`config.mk`:
```
export PLATFORM = sky130hd
export DESIGN_NAME = pic_control_sequencer
export DESIGN_NICKNAME = d
export VERILOG_FILES = /design/src/rtl/pic_control_sequencer.sv
export SDC_FILE = /design/constraint.sdc
export NUM_CORES = 1
export LEC_CHECK = 0
export ABC_AREA = 1
export CAP_MARGIN = 5
export CORE_ASPECT_RATIO = 1.4
export CORE_MARGIN = 5
export CORE_UTILIZATION = 51
export CTS_BUF_LIST = sky130_fd_sc_hd__clkbuf_4
export CTS_CLUSTER_DIAMETER = 120
export DETAILED_ROUTE_END_ITERATION = 10
export PLACE_DENSITY = 0.84
export SETUP_SLACK_MARGIN = 0.15
export SYNTH_ARGS = -nofsm -noshare
export SYNTH_HDL_FRONTEND = slang
export SYNTH_SLANG_ARGS = --single-unit
```
`constraint.sdc`:
```
create_clock -name clk -period 2.05 [get_ports clk]
set_input_delay 0.615 -clock clk [delete_from_list [all_inputs] [get_ports clk]]
set_output_delay 0.615 -clock clk [all_outputs]
set_load 0.02 [all_outputs]
```
`src/rtl/pic_control_sequencer.sv`:
```
// Control sequencer for an 8259-style interrupt block: decodes the ICW/OCW
// register writes, drives the interrupt block's configuration and runs the INTA handshake.
module pic_control_sequencer #(
   parameter int VEC_LOW_BITS = 3
) (
   input  logic       clk,
   input  logic       reset,
   input  logic       wr_strobe,
   input  logic       a0,
   input  logic [7:0] din,
   input  logic       inta_pulse,
   input  logic       int_req,
   input  logic [2:0] isr_level,
   output logic       int_out,
   output logic [1:0] intA_counter,
   output logic       level_or_edge_flag,
   output logic [7:0] mask,
   output logic       set,
   output logic       rot_reset,
   output logic       aeoi,
   output logic       eoi,
   output logic [7:0] vector_out,
   output logic       vector_valid,
   output logic       init_done
);

   localparam int BASE_W = 8 - VEC_LOW_BITS;

   typedef enum logic [2:0] {
      UNINIT,
      W_ICW2,
      W_ICW3,
      W_ICW4,
      READY
   } state_t;

   state_t state;
   state_t state_next;

   logic [BASE_W-1:0]       base;
   logic                    single;
   logic                    ic4;
   logic [1:0]              counter_next;
   logic                    vec_fire;
   logic [VEC_LOW_BITS-1:0] vec_low;

   logic icw1_wr;
   logic data_wr;
   logic ocw2_wr;

   // ICW1 is recognised in every state and overrides anything else in its cycle.
   assign icw1_wr = wr_strobe && !a0 && din[4];
   assign data_wr = wr_strobe && a0;
   assign ocw2_wr = wr_strobe && !a0 && (din[4:3] == 2'b00) && (state == READY);
   assign vec_low = VEC_LOW_BITS'(isr_level);

   assign init_done = (state == READY);
   assign int_out   = (state == READY) && int_req && (intA_counter == 2'b00);

   always_ff @(posedge clk) begin
      if (reset) begin
         state <= UNINIT;
      end else begin
         state <= state_next;
      end
   end

   always_comb begin
      state_next   = state;
      counter_next = intA_counter;
      vec_fire     = 1'b0;

      if (icw1_wr) begin
         state_next   = W_ICW2;
         counter_next = 2'b00;
      end else begin
         unique case (state)
            W_ICW2: begin
               if (data_wr) begin
                  if (!single)  state_next = W_ICW3;
                  else if (ic4) state_next = W_ICW4;
                  else          state_next = READY;
               end
            end
            W_ICW3: begin
               if (data_wr) state_next = ic4 ? W_ICW4 : READY;
            end
            W_ICW4: begin
               if (data_wr) state_next = READY;
            end
            default: begin
            end
         endcase

         // The INTA handshake only advances once initialisation is complete.
         if (state == READY) begin
            unique case (intA_counter)
               2'b00: if (inta_pulse) counter_next = 2'b01;
               2'b01: begin
                  if (inta_pulse) begin
                     counter_next = 2'b10;
                     vec_fire     = 1'b1;
                  end
               end
               default: counter_next = 2'b00;
            endcase
         end
      end
   end

   always_ff @(posedge clk) begin
      if (reset) begin
         base               <= '0;
         single             <= 1'b0;
         ic4                <= 1'b0;
         level_or_edge_flag <= 1'b0;
         mask               <= 8'h00;
         set                <= 1'b0;
         rot_reset          <= 1'b1;
         aeoi               <= 1'b0;
         eoi                <= 1'b0;
         intA_counter       <= 2'b00;
         vector_out         <= 8'h00;
         vector_valid       <= 1'b0;
      end else begin
         eoi          <= 1'b0;
         vector_valid <= 1'b0;
         intA_counter <= counter_next;

         if (icw1_wr) begin
            level_or_edge_flag <= din[3];
            single             <= din[1];
            ic4                <= din[0];
            mask               <= 8'h00;
            aeoi               <= 1'b0;
            set                <= 1'b0;
            rot_reset          <= 1'b1;
         end else begin
            if (data_wr && (state == W_ICW2)) base <= din[7:VEC_LOW_BITS];
            if (data_wr && (state == W_ICW4)) aeoi <= din[1];
            if (data_wr && (state == READY))  mask <= din;

            // OCW2: din[5] is the non-specific EOI, din[7] selects rotation.
            if (ocw2_wr) begin
               eoi <= din[5];
               if (din[7]) begin
                  set       <= 1'b1;
                  rot_reset <= 1'b0;
               end else if (din[7:5] == 3'b000) begin
                  set       <= 1'b0;
                  rot_reset <= 1'b1;
               end
            end
         end

         if (vec_fire) begin
            vector_out   <= {base, vec_low};
            vector_valid <= 1'b1;
         end
      end
   end

endmodule

```
* Yosys cells after proc, flatten, opt, wreduce, memory -nomap -nowiden
Index checks and enable logic that the tools add are counted.
** Cells by class
- $add $sub $neg :: 0
- Multipliers :: 0
- Div/mod/pow operators :: 0
- Magnitude comparators :: 0
- Equal/unequal tests :: 13
- Shift-type cells :: 0
- Mux-type cells :: 19
- Bitwise logic cells :: 2
- Reduce and logical (&&, ||, !) cells :: 24
** Operators by type and width (count)
- $mux W3 :: 5
- $logic_and A1 B1 Y1 :: 10
- $mux W1 :: 10
- $ne A2 B2 Y1 const B :: 5
- $ne A3 B3 Y1 const B :: 3
- $pmux W3 S3 :: 1
- $reduce_and A4 Y1 :: 2
- $eq A3 B2 Y1 const B :: 2
- $logic_not A2 Y1 :: 2
- $mux W2 :: 2
- $pmux W2 S2 :: 1
- $reduce_and A2 Y1 :: 2
- $reduce_bool A4 Y1 :: 1
- $eq A3 B1 Y1 const B :: 1
- $eq A3 B3 Y1 const B :: 1
- $logic_not A3 Y1 :: 1
- $reduce_and A3 Y1 :: 1
- $reduce_bool A3 Y1 :: 1
- $reduce_or A3 Y1 :: 1
- $eq A2 B1 Y1 const B :: 1
- $not A1 Y1 :: 2
- $reduce_bool A2 Y1 :: 1
- $reduce_or A2 Y1 :: 1
- $logic_not A1 Y1 :: 1
** Word-level totals
- Bits in registers :: 34
- Bits in latches :: 0
- RAM bits :: 0
- ROM bits :: 0
- Input bits :: 17
- Output and inout bits :: 26
- Logic and storage cells :: 72
- Memories kept :: 0

* Longest topological paths before layout
- Depth in word-level cells :: 6
- Gate-level depth with buffers :: 8

* Worst setup path before layout
OpenSTA, ideal clock, no wires.
- Path kind :: input-to-output
- Start :: input port int_req
- End :: output port int_out
- Arrival time :: 937 ps
- Data required time :: 1435 ps
- Path slack :: 498 ps
- Stages :: 2
- Buffers on the path :: 0
- Path through :: nand2_1 -> nor2_1
** Between the ends
- Cells in the longest elaborated chain, start to end :: 2
** Ends and longest elaborated chain
- start, declared :: line 12 : input logic int_req,
- $logic_and A1 B1 Y1 (2 in series) :: line 58 : assign int_out = (state == READY) && int_req && (intA_counter == 2'b00);
- end, declared :: line 14 : output logic int_out,
Every way passes these cells.

* Final worst setup path
- Start :: register vector_valid
- End :: output port vector_valid
** RTL lines
- start, declared :: line 23 : output logic vector_valid,
- start signal, assigned :: line 124 : vector_valid <= 1'b0;
- start signal, assigned :: line 127 : vector_valid <= 1'b0;
- start signal, assigned :: line 158 : vector_valid <= 1'b1;
No word-level cell between the ends.

==> out/metrics.cfg <==
[timing]
min_period_ns=1.858
hold_violations=0
setup_viol=0
clock_skew_ns=0.01309
rsz0062_at_grt=no
clock.fmax_mhz=538.2
maxSlewHeadroom_pct=83.60
drv_slew=0
hold_ws_ns=0.4594
fin_crit_sh_pct=90.64
worst_pin_slew_ns=0.2456
tns_ns=0
worst_slack_ns=0.1920

[worst_setup_path]
rr_endpoint=vector_out[3]
r2r_cells=7
cp_max_fo=1
cp-start-kind=flop
path_depth=1
crit_family=buffers and inverters
cp.arrival_ns=1.24
path_buf_inv=1
crit_path_end_kind=primary output
cpPeakStageDelay_ns=0.59
reg2reg_slack_ns=0.78
critPathSlowestCell=clkdlybuf4s50_1
path_cells=clkdlybuf4s50_1
critical_path_class=reg2out
cp_data_required_time_ns=1.43
worst_r2r_startpoint=state[1]

[power_and_ir_drop]
p_per_area_nw_per_um2=650.9
leakagePower_nw=0.9655
total_power_mw=1.267
vdd_ir_drop_max_v=0.0005435

[global_route]
grt_overflow=0
grt_max_degree=11
grt_pass1_vias=1400
antenna_found_initial=0
grt_pass1_wl_um=5754
track_usage_pct=20.06

[clocking]
numCtsBuffers=5
hold_buffers=0
cts_num_sinks=34
clockRootBuffer=clkbuf_4
clock_latency_ns=0.34
clockBufferDepth=2
htreeDepth=2
clk_pin_slew_worst_paths_ns=0.10
cts_tree=built

[drt]
drtPass1Iterations=4
drt-total-wl_um=3395
avgRoutedWirePerCell_um=12.57
ant_nets=0
drc=0
vias=1376
drt_first_iter_violations=30
viasPerCell=5.096

[logic_synthesis]
ys_seq_area_share_pct=50.05
synth_most_common_cell=dfxtp_1
syn-num-nets=198
syn-cell-area_um2=1360
yosysWarnings=0
syn_avg_cell_area_um2=7.514
yosysTopAreaCellShare_pct=50.05
yosysTopAreaCell=dfxtp_1
ys_seq_elements=34
synth_common_cells=34 x dfxtp_1, 33 x nand2_1, 24 x nand3_1, 24 x nor2_1, 22 x a21oi_1
synth_ff_type=dfxtp_1
synth-edff-count=0
async_flop_share_pct=0
syn_inst=181
synth_cell_types=17
synth_area_leaders=dfxtp_1 50%, nand2_1 9.1%, nand3_1 8.8%, a21oi_1 8.1%, nor2_1 6.6%

[placed_design]
dp_cells=261
hpwl_um=2717
portBuffers=42
pre_cts_slack_ns=-0.3798
gp_congestion=0.7222
dpl-instance-area_um2=1864

[cells_and_area]
layout.cells.non_filler=270
fill_cells=235
seq_area_um2=683.2
final_nets=250
multi_input_comb_area_um2=601.8
area_growth_pct=43.15
fin_area_um2=1947
layout-drive-gt1-share_pct=12.82
diodes=0
utilization_pct=75.24

[floorplanning]
placement_rows=22
initial_utilization_pct=52.56
dieArea_um2=3814
die_w_um=53.65
coreArea_um2=2587
pin_count=43
die-height_um=71.10

[min_path]
hp-class=reg2reg
holdPathEnd=vector_out[4]
min_path_cells=2
hp-start=vector_out[4]

[status]
outcome=complete, no violations

[run]
drv_cap=0

==> worst register-to-register path, cell delays in order, from the launching register on <==
cell and delay [ns]:
dfxtp_2 0.36, nor2_4 0.14, nand2_4 0.08, buf_4 0.17, nor2_8 0.16, nand2_4 0.11
nand2_1 0.08, a21oi_1 0.05
==> flip-flops by register name, indices dropped and copies added, names as in the netlist, 2 cells and up <==
register,count
vector_out,8
base,5
intA_counter,2
state,3
mask,8
==> power breakdown <==
group          total (mW)  leakage (nW)  internal (mW)  switching, mW
Sequential          0.672         0.275          0.667        0.00527
Clock               0.499        0.0463          0.285          0.214
Combinational      0.0966         0.644         0.0477         0.0489
Total                1.27         0.966          0.999          0.268
==> cell families (layout without fill, tap and decap cells) <==
group	Yosys count	in the layout	share of synthesized area [%]
buffers and inverters	21	74	6.071
AO/OA/AOI/OAI	34	34	12.51
flip-flops	34	34	50.05
AND/OR/NAND/NOR	92	92	31.37
==> worst max-delay path by stage <==
stage	from	end	slack [ns]
finish	vector_valid	vector_valid	0.19
floorplan	int_req	int_out	0.50
detailed placement	int_req	int_out	-0.38
global route	vector_valid	vector_valid	0.16
global placement	int_req	int_out	-0.36
CTS	int_req	int_out	0.07
==> placed cells by master, fill, tap and decap left out, types with 6 or more instances in the layout <==
cell and n:
dlygate4sd2_1 18, nand3_1 24, nand2_1 33, clkdlybuf4s50_1 16, a21oi_1 22, o21ai_0 12, dfxtp_1 32, dlymetal6s2s_1 6
nor2_1 24, buf_4 7, inv_1 15, clkbuf_4 7
==> cell type report <==
cell class	instances	share of cell area [%]
clock buffer	7	2.699
clock inverter	1	1.542
inverter	17	3.278
multi-input combinational	126	30.91
sequential	34	35.09
tap	36	2.314
timing repair buffer	49	24.16
==> per-layer routing <==
metal	GRT usage [%]	share of wire [%]	wire, um
met1	19.69	39	1310
met5	0	0	0
met3	6.947	6.1	206
met2	35.74	53	1807
met4	9.659	2.1	70
==> repair_timing <==
| item | in CTS | in global routing |
|---|---|---|
| gates resized for setup | 25 | 11 |
| endpoints found under the setup margin | 20 | 7 |
| pin swaps | 1 | 1 |
| setup buffers | 1 | 0 |
Power figures use the tool's default switching activity.
